## src/rtl/sdrc_mport_arb_pkg.sv

```systemverilog
// Shared constants and types for the multi-port SDRAM request arbiter.
package sdrc_mport_arb_pkg;

    localparam logic ARB_RR  = 1'b0;
    localparam logic ARB_FIX = 1'b1;

    typedef enum logic {
        ST_IDLE = 1'b0,
        ST_REQ  = 1'b1
    } arb_state_t;

    // Port-id width; a single port still needs one bit to carry an id.
    function automatic int id_w(input int n);
        return (n > 1) ? $clog2(n) : 1;
    endfunction

endpackage

```

## src/rtl/sdrc_mport_arb_if.sv

```systemverilog
// Core-side application bus between the arbiter (master) and sdrc_core (slave).
interface sdrc_mport_arb_if #(
    parameter int APP_AW = 26,
    parameter int DW     = 32,
    parameter int BL     = 9
);
    logic              app_req;
    logic [APP_AW-1:0] app_req_addr;
    logic [BL-1:0]     app_req_len;
    logic              app_req_wr_n;
    logic              app_req_wrap;
    logic              app_req_ack;
    logic [DW-1:0]     app_wr_data;
    logic [DW/8-1:0]   app_wr_en_n;
    logic              app_wr_next_req;
    logic              app_last_wr;
    logic              app_rd_valid;
    logic              app_last_rd;
    logic [DW-1:0]     app_rd_data;

    modport master (
        output app_req, app_req_addr, app_req_len, app_req_wr_n, app_req_wrap,
        output app_wr_data, app_wr_en_n,
        input  app_req_ack, app_wr_next_req, app_last_wr, app_rd_valid, app_last_rd, app_rd_data
    );

    modport slave (
        input  app_req, app_req_addr, app_req_len, app_req_wr_n, app_req_wrap,
        input  app_wr_data, app_wr_en_n,
        output app_req_ack, app_wr_next_req, app_last_wr, app_rd_valid, app_last_rd, app_rd_data
    );
endinterface

```

## src/rtl/sdrc_tag_fifo.sv

```systemverilog
// Small FIFO of port ids recording which port owns each accepted request.
module sdrc_tag_fifo #(
    parameter int DEPTH = 4,
    parameter int WIDTH = 2
) (
    input  logic             i_clk,
    input  logic             i_rst_n,
    input  logic             i_push,
    input  logic [WIDTH-1:0] i_push_data,
    input  logic             i_pop,
    output logic             o_full,
    output logic             o_empty,
    output logic [WIDTH-1:0] o_head
);
    localparam int AW = (DEPTH > 1) ? $clog2(DEPTH) : 1;
    localparam logic [AW:0] FULL_CNT = (AW+1)'(DEPTH);

    logic [WIDTH-1:0] r_mem [DEPTH];
    logic [AW-1:0]    r_wptr, r_rptr;
    logic [AW:0]      r_cnt;

    // Pointers wrap naturally because DEPTH is a power of two.
    always_ff @(posedge i_clk or negedge i_rst_n) begin
        if (!i_rst_n) begin
            r_wptr <= '0;
            r_rptr <= '0;
            r_cnt  <= '0;
            for (int i = 0; i < DEPTH; i++) r_mem[i] <= '0;
        end else begin
            if (i_push) begin
                r_mem[r_wptr] <= i_push_data;
                r_wptr        <= r_wptr + 1'b1;
            end
            if (i_pop) r_rptr <= r_rptr + 1'b1;
            case ({i_push, i_pop})
                2'b10:   r_cnt <= r_cnt + 1'b1;
                2'b01:   r_cnt <= r_cnt - 1'b1;
                default: r_cnt <= r_cnt;
            endcase
        end
    end

    assign o_full  = (r_cnt == FULL_CNT);
    assign o_empty = (r_cnt == '0);
    assign o_head  = r_mem[r_rptr];
endmodule

```

## src/rtl/sdrc_mport_arb.sv

```systemverilog
// N-port request arbiter in front of sdrc_core; routes data strobes back to the
// owning port in request order using per-direction tag FIFOs.
module sdrc_mport_arb
    import sdrc_mport_arb_pkg::*;
#(
    parameter int NPORT     = 4,
    parameter int APP_AW    = 26,
    parameter int DW        = 32,
    parameter int BL        = 9,
    parameter int TAG_DEPTH = 4
) (
    input  logic                   sdram_clk,
    input  logic                   sdram_resetn,
    input  logic                   cfg_arb_mode,
    input  logic [NPORT-1:0]       p_req,
    input  logic [NPORT*APP_AW-1:0] p_req_addr,
    input  logic [NPORT*BL-1:0]    p_req_len,
    input  logic [NPORT-1:0]       p_req_wr_n,
    input  logic [NPORT-1:0]       p_req_wrap,
    output logic [NPORT-1:0]       p_req_ack,
    input  logic [NPORT*DW-1:0]    p_wr_data,
    input  logic [NPORT*DW/8-1:0]  p_wr_en_n,
    output logic [NPORT-1:0]       p_wr_next_req,
    output logic [NPORT-1:0]       p_last_wr,
    output logic [NPORT-1:0]       p_rd_valid,
    output logic [NPORT-1:0]       p_last_rd,
    output logic [DW-1:0]          p_rd_data,
    sdrc_mport_arb_if.master       app,
    output logic                   arb_err
);
    localparam int IW = id_w(NPORT);

    logic [NPORT-1:0][APP_AW-1:0] w_addr;
    logic [NPORT-1:0][BL-1:0]     w_len;
    logic [NPORT-1:0][DW-1:0]     w_wdata;
    logic [NPORT-1:0][DW/8-1:0]   w_en_n;
    assign w_addr  = p_req_addr;
    assign w_len   = p_req_len;
    assign w_wdata = p_wr_data;
    assign w_en_n  = p_wr_en_n;

    arb_state_t        r_state;
    logic              r_app_req, r_wr_n, r_wrap, r_arb_err;
    logic [APP_AW-1:0] r_addr;
    logic [BL-1:0]     r_len;
    logic [IW-1:0]     r_grant, r_rr_ptr;

    logic              w_wr_full, w_wr_empty, w_rd_full, w_rd_empty;
    logic [IW-1:0]     w_wr_head, w_rd_head, w_win;
    logic [NPORT-1:0]  w_elig;
    logic              w_found, w_ack, w_wr_pop, w_rd_pop;

    // A full tag FIFO only blocks requests of its own direction.
    always_comb begin
        for (int i = 0; i < NPORT; i++)
            w_elig[i] = p_req[i] & ~(p_req_wr_n[i] ? w_rd_full : w_wr_full);
    end

    always_comb begin
        w_win   = '0;
        w_found = 1'b0;
        for (int k = 0; k < NPORT; k++) begin
            int idx;
            idx = (cfg_arb_mode == ARB_RR) ? ((int'(r_rr_ptr) + k) % NPORT) : k;
            if (!w_found && w_elig[idx]) begin
                w_win   = IW'(idx);
                w_found = 1'b1;
            end
        end
    end

    always_ff @(posedge sdram_clk or negedge sdram_resetn) begin
        if (!sdram_resetn) begin
            r_state   <= ST_IDLE;
            r_app_req <= 1'b0;
            r_addr    <= '0;
            r_len     <= '0;
            r_wr_n    <= 1'b0;
            r_wrap    <= 1'b0;
            r_grant   <= '0;
            r_rr_ptr  <= '0;
        end else begin
            case (r_state)
                ST_IDLE: if (w_found) begin
                    r_grant   <= w_win;
                    r_addr    <= w_addr[w_win];
                    r_len     <= w_len[w_win];
                    r_wr_n    <= p_req_wr_n[w_win];
                    r_wrap    <= p_req_wrap[w_win];
                    r_app_req <= 1'b1;
                    r_state   <= ST_REQ;
                end
                ST_REQ: if (app.app_req_ack) begin
                    r_app_req <= 1'b0;
                    r_rr_ptr  <= (r_grant == IW'(NPORT-1)) ? '0 : r_grant + 1'b1;
                    r_state   <= ST_IDLE;
                end
                default: r_state <= ST_IDLE;
            endcase
        end
    end

    assign app.app_req      = r_app_req;
    assign app.app_req_addr = r_addr;
    assign app.app_req_len  = r_len;
    assign app.app_req_wr_n = r_wr_n;
    assign app.app_req_wrap = r_wrap;

    assign w_ack     = (r_state == ST_REQ) & app.app_req_ack;
    assign p_req_ack = w_ack ? (NPORT'(1) << r_grant) : '0;

    sdrc_tag_fifo #(.DEPTH(TAG_DEPTH), .WIDTH(IW)) u_wr_tags (
        .i_clk(sdram_clk), .i_rst_n(sdram_resetn),
        .i_push(w_ack & ~r_wr_n), .i_push_data(r_grant), .i_pop(w_wr_pop),
        .o_full(w_wr_full), .o_empty(w_wr_empty), .o_head(w_wr_head)
    );

    sdrc_tag_fifo #(.DEPTH(TAG_DEPTH), .WIDTH(IW)) u_rd_tags (
        .i_clk(sdram_clk), .i_rst_n(sdram_resetn),
        .i_push(w_ack & r_wr_n), .i_push_data(r_grant), .i_pop(w_rd_pop),
        .o_full(w_rd_full), .o_empty(w_rd_empty), .o_head(w_rd_head)
    );

    assign w_wr_pop = app.app_last_wr & ~w_wr_empty;
    assign w_rd_pop = app.app_last_rd & ~w_rd_empty;

    // Zero-latency demux of core strobes to the FIFO-head owner.
    always_comb begin
        app.app_wr_data = '0;
        app.app_wr_en_n = '1;
        p_wr_next_req   = '0;
        p_last_wr       = '0;
        p_rd_valid      = '0;
        p_last_rd       = '0;
        if (!w_wr_empty) begin
            app.app_wr_data          = w_wdata[w_wr_head];
            app.app_wr_en_n          = w_en_n[w_wr_head];
            p_wr_next_req[w_wr_head] = app.app_wr_next_req;
            p_last_wr[w_wr_head]     = app.app_last_wr;
        end
        if (!w_rd_empty) begin
            p_rd_valid[w_rd_head] = app.app_rd_valid;
            p_last_rd[w_rd_head]  = app.app_last_rd;
        end
    end

    assign p_rd_data = app.app_rd_data;

    always_ff @(posedge sdram_clk or negedge sdram_resetn) begin
        if (!sdram_resetn)
            r_arb_err <= 1'b0;
        else if (((app.app_wr_next_req | app.app_last_wr) & w_wr_empty) |
                 ((app.app_rd_valid | app.app_last_rd) & w_rd_empty))
            r_arb_err <= 1'b1;
    end

    assign arb_err = r_arb_err;
endmodule
```

## src/flat_wrapper.sv

```systemverilog
// flat-port wrapper written by rule: the top's interface ports become plain ports
module sdrc_mport_arb_flat import sdrc_mport_arb_pkg::*;
#(
    parameter int NPORT     = 4,
    parameter int APP_AW    = 26,
    parameter int DW        = 32,
    parameter int BL        = 9,
    parameter int TAG_DEPTH = 4
)
  (sdram_clk, sdram_resetn, cfg_arb_mode, p_req, p_req_addr, p_req_len, p_req_wr_n, p_req_wrap, p_req_ack, p_wr_data, p_wr_en_n, p_wr_next_req, p_last_wr, p_rd_valid, p_last_rd, p_rd_data, arb_err, app_app_req, app_app_req_addr, app_app_req_len, app_app_req_wr_n, app_app_req_wrap, app_app_wr_data, app_app_wr_en_n, app_app_req_ack, app_app_wr_next_req, app_app_last_wr, app_app_rd_valid, app_app_last_rd, app_app_rd_data);
  sdrc_mport_arb_if #(.APP_AW(APP_AW), .DW(DW), .BL(BL)) app_i ();
  input  logic sdram_clk;
  input  logic sdram_resetn;
  input  logic cfg_arb_mode;
  input  logic [NPORT-1:0] p_req;
  input  logic [NPORT*APP_AW-1:0] p_req_addr;
  input  logic [NPORT*BL-1:0] p_req_len;
  input  logic [NPORT-1:0] p_req_wr_n;
  input  logic [NPORT-1:0] p_req_wrap;
  output logic [NPORT-1:0] p_req_ack;
  input  logic [NPORT*DW-1:0] p_wr_data;
  input  logic [NPORT*DW/8-1:0] p_wr_en_n;
  output logic [NPORT-1:0] p_wr_next_req;
  output logic [NPORT-1:0] p_last_wr;
  output logic [NPORT-1:0] p_rd_valid;
  output logic [NPORT-1:0] p_last_rd;
  output logic [DW-1:0] p_rd_data;
  output logic arb_err;
  output wire logic [$bits(app_i.app_req)-1:0] app_app_req;
  output wire logic [$bits(app_i.app_req_addr)-1:0] app_app_req_addr;
  output wire logic [$bits(app_i.app_req_len)-1:0] app_app_req_len;
  output wire logic [$bits(app_i.app_req_wr_n)-1:0] app_app_req_wr_n;
  output wire logic [$bits(app_i.app_req_wrap)-1:0] app_app_req_wrap;
  output wire logic [$bits(app_i.app_wr_data)-1:0] app_app_wr_data;
  output wire logic [$bits(app_i.app_wr_en_n)-1:0] app_app_wr_en_n;
  input wire logic [$bits(app_i.app_req_ack)-1:0] app_app_req_ack;
  input wire logic [$bits(app_i.app_wr_next_req)-1:0] app_app_wr_next_req;
  input wire logic [$bits(app_i.app_last_wr)-1:0] app_app_last_wr;
  input wire logic [$bits(app_i.app_rd_valid)-1:0] app_app_rd_valid;
  input wire logic [$bits(app_i.app_last_rd)-1:0] app_app_last_rd;
  input wire logic [$bits(app_i.app_rd_data)-1:0] app_app_rd_data;
  assign app_app_req = app_i.app_req;
  assign app_app_req_addr = app_i.app_req_addr;
  assign app_app_req_len = app_i.app_req_len;
  assign app_app_req_wr_n = app_i.app_req_wr_n;
  assign app_app_req_wrap = app_i.app_req_wrap;
  assign app_app_wr_data = app_i.app_wr_data;
  assign app_app_wr_en_n = app_i.app_wr_en_n;
  assign app_i.app_req_ack = app_app_req_ack;
  assign app_i.app_wr_next_req = app_app_wr_next_req;
  assign app_i.app_last_wr = app_app_last_wr;
  assign app_i.app_rd_valid = app_app_rd_valid;
  assign app_i.app_last_rd = app_app_last_rd;
  assign app_i.app_rd_data = app_app_rd_data;
  sdrc_mport_arb #(.NPORT(NPORT), .APP_AW(APP_AW), .DW(DW), .BL(BL), .TAG_DEPTH(TAG_DEPTH)) u_core (.sdram_clk(sdram_clk), .sdram_resetn(sdram_resetn), .cfg_arb_mode(cfg_arb_mode), .p_req(p_req), .p_req_addr(p_req_addr), .p_req_len(p_req_len), .p_req_wr_n(p_req_wr_n), .p_req_wrap(p_req_wrap), .p_req_ack(p_req_ack), .p_wr_data(p_wr_data), .p_wr_en_n(p_wr_en_n), .p_wr_next_req(p_wr_next_req), .p_last_wr(p_last_wr), .p_rd_valid(p_rd_valid), .p_last_rd(p_last_rd), .p_rd_data(p_rd_data), .app(app_i), .arb_err(arb_err));
endmodule
```

## config.mk

```make
export PLATFORM = sky130hd
export DESIGN_NAME = sdrc_mport_arb_flat
export DESIGN_NICKNAME = d
export VERILOG_FILES = /design/src/rtl/sdrc_mport_arb_pkg.sv /design/src/rtl/sdrc_mport_arb_if.sv /design/src/rtl/sdrc_tag_fifo.sv /design/src/rtl/sdrc_mport_arb.sv /design/src/flat_wrapper.sv
export SDC_FILE = /design/constraint.sdc
export NUM_CORES = 1
export LEC_CHECK = 0
export CAP_MARGIN = 5
export CELL_PAD_IN_SITES_DETAIL_PLACEMENT = 0
export CELL_PAD_IN_SITES_GLOBAL_PLACEMENT = 2
export CORE_AREA = 2 2 181 183
export CTS_CLUSTER_DIAMETER = 200
export CTS_CLUSTER_SIZE = 8
export DETAILED_ROUTE_END_ITERATION = 8
export DIE_AREA = 0 0 183 185
export PLACE_DENSITY = 0.92
export SLEW_MARGIN = 20
export SYNTH_ARGS = -nofsm -noshare
export SYNTH_HDL_FRONTEND = slang
export SYNTH_SLANG_ARGS = --single-unit
```

## constraint.sdc

```tcl
create_clock -name sdram_clk -period 5.5 [get_ports sdram_clk]
set_input_delay 1.1 -clock sdram_clk [delete_from_list [all_inputs] [get_ports sdram_clk]]
set_output_delay 1.1 -clock sdram_clk [all_outputs]
set_load 0.03 [all_outputs]
```

; Word-level counts from Yosys, hierarchy flattened
; Cells that the tools add are included.
[op_classes]
n_addsub = 12
magnitude_cmp = 15
eq_ne = 9
shifts = 1
n_mux = 72
bitwise = 33
n_reduce_logical = 20
[ops]
columns = operator, count
row1 = two-way mux 32 bit, 5
row2 = < comparator 32 x 4 -> 1 bit (second input constant), 4
row3 = binary-select mux 32 bit (select 2 bit), 1
row4 = binary-select mux 26 bit (select 2 bit), 1
row5 = two-way mux 4 bit, 7
row6 = two-way mux 26 bit, 1
row7 = two-way mux 1 bit, 24
row8 = two-way mux 2 bit, 12
row9 = binary-select mux 9 bit (select 2 bit), 1
row10 = AND 4 bit, 4
row11 = bitwise mux 8 bit, 2
row12 = adder 2 x 1 -> 2 bit (second input constant), 6
row13 = binary-select mux 1 bit (select 2 bit), 6
row14 = greater-or-equal comparator 3 bit (second input constant), 4
row15 = NOT 2 -> 3 bit, 4
row16 = one-hot mux 3 bit (2 select lines), 2
row17 = AND 1 bit, 11
row18 = < comparator 2 x 3 -> 1 bit (second input constant), 3
row19 = two-way mux 9 bit, 1
row20 = binary-select mux 2 bit (select 2 bit), 2
row21 = binary-select mux 4 bit (select 2 bit), 1
row22 = demux 2 bit (select 2 bit), 2
row23 = NOT 1 bit, 8
row24 = logical AND 1 bit, 7
row25 = other kinds (20), 43
[totals]
regBits = 74
input_bits = 336
out_inout_bits = 127

; Depth between registers and ports, before layout
; Gate-level depths: netlist of run 1.
[depth]
word_depth = 19
depth_mapped = 10
depth_no_buf = 9

; Hierarchy
; A second synthesis of run 1 with hierarchy kept.
[hier_totals]
cells_unflattened = 558
area_unflattened_um2 = 6013.3
[by_module_without_submodules]
columns = module, instances, cells_each, area_per_inst_um2
row1 = sdrc_mport_arb, 1, 448, 4546.9
row2 = sdrc_tag_fifo, 2, 55, 733.2

; Worst setup path before layout of run 1
; No wires, ideal clock.
[synth_path]
path_type = register -> output
start = register u_core.u_wr_tags.r_rptr[0]
end = output port p_last_wr[1]
arrival_time_ns = 2.175
setup_slack_ns = 2.225
path_stages_with_launch = 5
path_cell_list = dfrtp_1 > mux4_2 > clkbuf_1 > clkbuf_1 > nor3b_1
[synth_via]
elab_chain_cells = 10
elab_cells_between_ends = 11
cone_classes = order compare: 2 / mux: 6 / bitwise: 2 / reduce/logical: 1
[synth_lines]
columns = item, line_no
row1 = from (decl), sdrc_tag_fifo.sv:19  ; logic [AW-1:0] r_wptr, r_rptr;
row2 = from (signal assigned), sdrc_tag_fifo.sv:34  ; if (i_pop) r_rptr <= r_rptr + 1'b1;
row3 = NOT 2 -> 3 bit (implied by the code) (*), sdrc_tag_fifo.sv:45  ; assign o_head = r_mem[r_rptr];
row4 = binary-select mux 2 bit (select 2 bit) (*), sdrc_tag_fifo.sv:45
row5 = two-way mux 2 bit (implied by the code) (*) (2 in series), sdrc_tag_fifo.sv:45
row6 = < comparator 2 x 3 -> 1 bit (implied by the code) or greater-or-equal comparator 2 x 1 -> 1 bit (tied branches), sdrc_mport_arb.sv:139  ; p_last_wr[w_wr_head] = app.app_last_wr;
row7 = logical AND 1 bit (implied by the code), sdrc_mport_arb.sv:139
row8 = two-way mux 1 bit (implied by the code), sdrc_mport_arb.sv:139
row9 = demux 1 bit (select 2 bit) (*), --
row10 = AND 4 bit (no line) (*), --
row11 = two-way mux 4 bit (*), sdrc_mport_arb.sv:135  ; if (!w_wr_empty) begin
row12 = to (decl), flat_wrapper.sv:24  ; output logic [NPORT-1:0] p_last_wr;
; Mark *: on every way between the ends. The rest lies on a longest branch, timed or not. The select of a mux whose other input is x is not followed.

; Worst setup path after layout of run 1
[layout_path]
start = register u_core.u_wr_tags.r_rptr[0]
end = output port app_app_wr_en_n[0]
[layout_via]
elab_chain_cells = 7
[layout_lines]
columns = item, line_no
row1 = NOT 2 -> 3 bit (implied by the code), sdrc_tag_fifo.sv:45
row2 = binary-select mux 2 bit (select 2 bit), sdrc_tag_fifo.sv:45
row3 = two-way mux 2 bit (implied by the code) (2 in series), sdrc_tag_fifo.sv:45
row4 = binary-select mux 4 bit (select 2 bit), sdrc_mport_arb.sv:137  ; app.app_wr_en_n = w_en_n[w_wr_head];
row5 = two-way mux 4 bit (implied by the code), sdrc_mport_arb.sv:137
row6 = two-way mux 4 bit, sdrc_mport_arb.sv:135
row7 = to (decl), flat_wrapper.sv:35  ; output wire logic [$bits(app_i.app_wr_en_n)-1:0] app_app_wr_en_n;
; No other way between the ends. The select of a mux whose other input is x is not followed.

==> run summary, run 1 <==
• **post-layout minimum cycle time** 4.37 ns
• **final layout net count** 1264
• **worst-case headroom to the max-slew limit** 35.0%
• **TritonCTS buffer count** 9
• **setup repair after global routing missed its margin** false
• **final setup vio count** 0
• **EDFF count, synth** 0
• **Clock Latency Late Sink** 0.35 ns
• **worst hold margin** 0.487 ns
• **post-detailed-route count of antenna-violating nets** 0
• **post-synth cell types** 47
• **part of the cycle the worst path needs** 79.4%
• **maximum clock rate** 229 MHz
• **worst-path maximum fanout** 32
• **count of endpoints failing hold in the final timing report** 0
• **proportion of layout cells with a drive suffix above 1** 10.9%
• **multiplexer area fraction after synthesis** 27.7%
• **simple-gate share of the synthesized area** 13.5%
• **Top-Level Pins** 463
• **clock share of power** 10.6%
• **pin count of the biggest net entering global routing** 75
• **top cell type by total area after synthesis** sky130_fd_sc_hd__dfrtp_1
• **library cell contributing the largest single delay on the critical path** sky130_fd_sc_hd__mux4_2
• **site row count** 66
• **transition time of the tightest slew-check pin** 0.975 ns
• **number of max-cap violations** 0
• **top cells by instance count after synthesis** sky130_fd_sc_hd__nand2_1 (90), sky130_fd_sc_hd__mux2i_1 (78), sky130_fd_sc_hd__dfrtp_1 (74), sky130_fd_sc_hd__mux4_2 (36), sky130_fd_sc_hd__buf_4 (35)
• **category of the worst setup path launch point** flop
• **DRC viols** 0
• **IR Drop Worst-Case VDD** 0.000211 V
• **Cell Chain, Critical Path** mux4_2 -> buf_4 -> mux2_2 -> o21ai_0 -> nand2_1 -> clkdlybuf4s50_1
• **Critical Path Max Stage Delay** 0.93 ns
• **die span in x** 183 um
• **CTS clock-pin slew for the worst setup and hold paths** 0.07 ns
• **Worst setup startpoint** u_core.u_wr_tags.r_rptr[0]
• **worst path arrival time** 3.27 ns
• **share of the yosys chip area belonging to registers** 31.1%
• **deepest clock path buffer count** 2
• **leakage** 4.26 nW
• **level count of the clock H-tree** 3
• **Logic pwr share** 71.5%
• **worst min-delay path class** flop to flop
• **Vias/cell** 4.35
• **worst setup slack after placement** 1.43 ns
• **run status** finished clean
• **overall power consumption** 5.69 mW
• **Sinks on Clock Net** 74
• **switching part of the total** 46.6%
• **standard cell core area** 32000 sq um
• **Post-Place Cells** 1308
• **Total Die Area** 33900 sq um
• **final worst setup slack** 1.13 ns
• **CTS Hold Buffers Added** 0
• **power density over cell area** 547 nW/um^2
• **combinational family with the most area after synthesis** multiplexers
• **number of buffers inserted to repair setup after CTS** 0
• **Setup Skew** 0.0172 ns
• **global-route wire length before repair** 36900 um
• **Reg-to-Reg Start** u_core.u_wr_tags.r_cnt[1]
• **sequential share of power** 17.9%
• **Post-Synthesis Cells** 560
• **Synthesized Nets** 912
• **startpoint of the worst hold path** u_core.u_rd_tags.r_mem[0]
• **design internal power** 3.04 mW
• **wire length per cell** 19.3 um
• **die height** 185 um
• **number of warnings printed during yosys synthesis** 0
• **CTS tree** yes
• **cell area after placement** 10100 sq um
• **Syn-to-layout area delta** 74.8%
• **number of detailed-route iterations in the first pass** 4
• **wire length after detailed routing** 25600 um
• **Final Instance Area** 10400 sq um
• **type of element capturing the critical path** output pin
• **global-route usage over all layers** 14.7%
• **area share of the largest cell type after synthesis** 31.1%
• **Synth Area in Adders** 3.62%
• **register bit count reported by yosys** 74
• **Synth async-reset ratio** 100%
• **leading post-synthesis cells by cell area** sky130_fd_sc_hd__dfrtp_1 (31%), sky130_fd_sc_hd__mux4_2 (14%), sky130_fd_sc_hd__mux2i_1 (13%), sky130_fd_sc_hd__nand2_1 (5.7%), sky130_fd_sc_hd__o221ai_2 (5.0%)
• **total negative setup slack** 0 ns
• **final weighted congestion of routability-driven global placement** 0.794
• **data required time at the worst endpoint** 4.40 ns
• **quantity of I/O buffers inserted on ports** 398
• **average cell area after synthesis** 10.6 sq um
• **Synth Area in XOR/XNOR** 1.77%
• **crit path kind** flop to output pin
• **post-layout utilization of the core** 32.5%
• **number of antenna violations at the first check in global routing** 12
• **via count** 5792
• **post-cts repair resize count** 0
• **final standard cell count with taps included and fillers excluded** 1330
• **total standard cell area after synthesis** 5950 sq um
• **Psw** 2.65 mW
• **library cell with the highest instance count after synthesis** sky130_fd_sc_hd__nand2_1
• **Synth Area in Compound Gates** 12.7%
• **HPWL after DPL** 21400 um
• **starting density of the core** 18.6%
• **Most used DFF post-synth** sky130_fd_sc_hd__dfrtp_1
• **Clock Tree Root** sky130_fd_sc_hd__clkbuf_16
• **Overflow after GRT** 0
• **Starting DRT DRC Count** 199
• **via count of the first global-routing pass** 6066
• **number of pins exceeding their max-slew limit in the final report** 0
## final cells by class
class	instances	area [sq um]
Clock inverter	7	66.3
Tap cell	408	510
Clock buffer	9	225
Sequential cell	74	1850
Multi-Input combinational cell	397	3550
Antenna cell	5	12.5
Inverter	20	75.1
Fill cell	3283	21600
Timing Repair Buffer	410	4110
## power by group through the flow
stage | Clock, mW | Sequential (mW) | Combinational, mW
after floorplan | 0 | 1.22 | 2.48
after global placement | 0 | 1.01 | 4.09
after detailed placement | 0 | 1.02 | 4.11
after CTS | 0.628 | 1.02 | 4.11
after global routing | 0.645 | 1.06 | 4.35
final | 0.603 | 1.02 | 4.07
## path summary, 6_finish.rpt
check	end	slack (ns)	cells after the start
min in group asynchronous	u_core.app.app_req_addr[22]	0.79	1
max in group asynchronous	u_core.u_wr_tags.r_cnt[2]	4.21	1
min reg2reg	u_core.u_rd_tags.r_mem[0]	0.49	2
max	app_app_wr_en_n[0]	1.13	6
min	u_core.u_rd_tags.r_mem[0]	0.49	2
max reg2reg	u_core.app.app_req_wrap	2.52	8
## critical path, delay by kind of cell, from the launching register on
kind                   cells  cell delay [ns]
multiplexers               2             1.28
AND/OR/NAND/NOR            1             0.07
AO/OA/AOI/OAI              1             0.15
flip-flops                 1             0.44
buffers and inverters      2             0.96
## flip-flops by register name (all words and copies together) (netlist names)
register                 count
u_core.app.app_req           1
u_core.app.app_req_addr     26
u_core.app.app_req_len       9
u_core.app.app_req_wr_n      1
u_core.app.app_req_wrap      1
u_core.arb_err               1
u_core.r_grant               2
u_core.r_rr_ptr              2
u_core.r_state               1
u_core.u_rd_tags.r_cnt       3
u_core.u_rd_tags.r_mem       8
u_core.u_rd_tags.r_rptr      2
u_core.u_rd_tags.r_wptr      2
u_core.u_wr_tags.r_cnt       3
u_core.u_wr_tags.r_mem       8
u_core.u_wr_tags.r_rptr      2
u_core.u_wr_tags.r_wptr      2
## metal layers
layer  vias up  track usage (%)  routed length [um]
met3        49             4.05                1980
li1       2720                -                   -
met4         4             6.78                 674
met5         -                0                  27
met2       296             27.9               13900
met1      2723             14.8                9080
## cell families after synthesis
group / count (synthesis)
and+or+nand+nor: 166
muxes: 119
buffers and inverters: 89
AOI/OAI and AO/OA: 84
DFF: 74
adders and majority gates: 16
xor gates and xnor gates: 12
## placed cells by master (no fill, tap or decap), types with 17 or more instances in the layout
master and count:
sky130_fd_sc_hd__and2_1 32, sky130_fd_sc_hd__clkdlybuf4s50_1 397, sky130_fd_sc_hd__dfrtp_1 74, sky130_fd_sc_hd__inv_1 20
sky130_fd_sc_hd__mux2i_1 78, sky130_fd_sc_hd__mux4_2 36, sky130_fd_sc_hd__nand2_1 90, sky130_fd_sc_hd__nor2_1 17
sky130_fd_sc_hd__o21ai_0 29, sky130_fd_sc_hd__o221ai_1 18, sky130_fd_sc_hd__o221ai_2 20
Note: power is estimated with default switching activity, not from simulation.
==> run 2: changes to the inputs <==
--- a/config.mk
+++ b/config.mk
@@ -8,12 +8,11 @@
 export CAP_MARGIN = 5
 export CELL_PAD_IN_SITES_DETAIL_PLACEMENT = 0
 export CELL_PAD_IN_SITES_GLOBAL_PLACEMENT = 2
-export CORE_AREA = 2 2 181 183
+export CORE_UTILIZATION = 16
 export CTS_CLUSTER_DIAMETER = 200
 export CTS_CLUSTER_SIZE = 8
 export DETAILED_ROUTE_END_ITERATION = 8
-export DIE_AREA = 0 0 183 185
-export PLACE_DENSITY = 0.92
+export PLACE_DENSITY = 0.85
 export SLEW_MARGIN = 20
 export SYNTH_ARGS = -nofsm -noshare
 export SYNTH_HDL_FRONTEND = slang
==> constraint.sdc (replaced) <==
create_clock -name sdram_clk -period 3.65 [get_ports sdram_clk]
set_input_delay 0.73 -clock sdram_clk [delete_from_list [all_inputs] [get_ports sdram_clk]]
set_output_delay 0.73 -clock sdram_clk [all_outputs]
set_load 0.03 [all_outputs]
==> run summary, run 2 (synthesized netlist as in run 1, its figures left out) <==
• **run status** finished clean
• **Final Instance Area** 10600 sq um
• **standard cell core area** 36600 sq um
• **data required time at the worst endpoint** 2.92 ns
• **post-layout minimum cycle time** 3.53 ns
• **pin count of the biggest net entering global routing** 75
• **IR Drop Worst-Case VDD** 0.000249 V
• **final standard cell count with taps included and fillers excluded** 1399
• **CTS tree** yes
• **highest-count cells in the layout ignoring fill and taps** sky130_fd_sc_hd__clkdlybuf4s50_1 (374), sky130_fd_sc_hd__nand2_1 (90), sky130_fd_sc_hd__mux2i_1 (78), sky130_fd_sc_hd__dfrtp_1 (74), sky130_fd_sc_hd__mux4_2 (36)
• **category of the worst setup path launch point** flop
• **filler cell count** 3837
• **CTS clock-pin slew for the worst setup and hold paths** 0.06 ns
• **quantity of I/O buffers inserted on ports** 398
• **library cell contributing the largest single delay on the critical path** sky130_fd_sc_hd__clkdlybuf4s50_1
• **reg2reg path depth** 8
• **maximum clock rate** 283 MHz
• **post-detailed-route count of antenna-violating nets** 0
• **die height** 195 um
• **worst reg2reg path endpoint** u_core.app.app_req_addr[21]
• **part of the cycle the worst path needs** 96.8%
• **level count of the clock H-tree** 3
• **DRC viols** 0
• **via count of the first global-routing pass** 6035
• **worst path arrival time** 2.80 ns
• **Total Die Area** 38000 sq um
• **global-route wire length before repair** 38800 um
• **commonest non-fill, non-tap cell in the layout** sky130_fd_sc_hd__clkdlybuf4s50_1
• **Worst setup startpoint** u_core.u_wr_tags.r_rptr[0]
• **Critical Path Max Stage Delay** 0.58 ns
• **TritonCTS buffer count** 9
• **multi-input combinational cell area** 3550 sq um
• **power density over cell area** 817 nW/um^2
• **Top cell by count, worst path** sky130_fd_sc_hd__mux4_2
• **post-layout utilization of the core** 29.1%
• **type of element capturing the critical path** output pin
• **wire length after detailed routing** 27200 um
• **Cell Chain, Critical Path** mux4_2 -> buf_12 -> mux4_2 -> and2_1 -> clkdlybuf4s50_1
• **number of flip-flops under the largest register name** 26
• **global-route usage over all layers** 14.1%
• **instance count on the critical path** 5
• **Overflow after GRT** 0
• **Top-Level Pins** 463
• **Clock Latency Late Sink** 0.36 ns
• **Reg-to-Reg Start** u_core.u_rd_tags.r_cnt[2]
• **count of endpoints failing hold in the final timing report** 0
• **Sinks on Clock Net** 74
• **total negative setup slack** 0 ns
• **Post-Place Cells** 1375
• **setup slack, reg-to-reg** 1.05 ns
• **Setup Skew** 0.00790 ns
• **wire length per cell** 19.4 um
• **Clock Tree Root** sky130_fd_sc_hd__clkbuf_16
• **worst-case headroom to the max-slew limit** 52.4%
• **crit path kind** flop to output pin
• **final weighted congestion of routability-driven global placement** 0.811
• **worst setup slack after placement** 0.321 ns
• **Vias/cell** 4.17
• **worst setup path end** app_app_wr_data[24]
• **number of detailed-route iterations in the first pass** 4
• **number of pins exceeding their max-slew limit in the final report** 0
• **number of max-cap violations** 0
• **final setup vio count** 0
• **die span in x** 195 um
• **register area** 1850 sq um
• **final worst setup slack** 0.115 ns
• **site row count** 70
• **Starting DRT DRC Count** 200
• **HPWL after DPL** 22900 um
• **transition time of the tightest slew-check pin** 0.713 ns
• **kind of cell adding the most delay to the critical path** multiplexers
• **worst-path maximum fanout** 47
• **leakage** 4.52 nW
• **sum of buffers and inverters on the critical path** 2
• **cell area after placement** 10300 sq um
• **number of antenna violations at the first check in global routing** 7
• **final layout net count** 1273
• **starting density of the core** 16.3%
• **deepest clock path buffer count** 2
• **via count** 5837
• **Syn-to-layout area delta** 78.8%
• **proportion of layout cells with a drive suffix above 1** 12.3%
• **worst min-delay path class** input port to async pin
## run 2: metal layers
layer	global-route usage, %	vias to the layer above	share of wire, %
met1	12.8	2727	33
met5	0	-	0.048
met3	5.28	32	9.2
met2	27.7	337	55
li1	-	2739	-
met4	5.89	2	2.7
## run 2: report_power, final
part / internal, mW / switching (mW) / total (mW)
clock: 0.464 / 0.390 / 0.854
combinational: 3.00 / 3.31 / 6.32
sequential: 1.20 / 0.322 / 1.53
total: 4.67 / 4.02 / 8.69
## run 2: final cells by class
class,count,share of cell area (%)
Sequential cell,74,17.4
Inverter,20,0.706
Tap cell,468,5.50
Timing Repair Buffer,419,40.3
Antenna cell,5,0.118
Clock inverter,7,0.517
Clock buffer,9,2.12
Multi-Input combinational cell,397,33.3
## run 2: what timing repair did
item | 4_1_cts | 5_1_grt
hold buffers | 0 | 0
buffers inserted | 3 | 0
gates resized for setup | 0 | 19
setup endpoints to repair | 21 | 19
gates cloned | 0 | 0
## run 2: through the flow
step / hold WS (ns) / total power, mW
6_report: 0.391 / 8.69
5_1_grt: 0.458 / 9.27
4_1_cts: 0.489 / 8.88
3_5_place_dp: 0.471 / 7.93
3_3_place_gp: 0.458 / 7.89
2_1_floorplan: 0.434 / 5.58
## run 2: worst min-delay path by stage
stage / cells after the start / endpoint / start / slack (ns)
2_1_floorplan: 0 / u_core.app.app_req / sdram_resetn / 0.43
3_3_place_gp: 2 / u_core.u_rd_tags.r_mem[1] / u_core.u_rd_tags.r_mem[1] / 0.46
3_5_place_dp: 2 / u_core.app.app_req_addr[22] / u_core.app.app_req_addr[22] / 0.47
4_1_cts: 2 / u_core.u_wr_tags.r_mem[0] / u_core.u_wr_tags.r_mem[0] / 0.49
5_1_grt: 1 / u_core.app.app_req_addr[20] / sdram_resetn / 0.46
6_report: 1 / u_core.app.app_req_addr[20] / sdram_resetn / 0.39
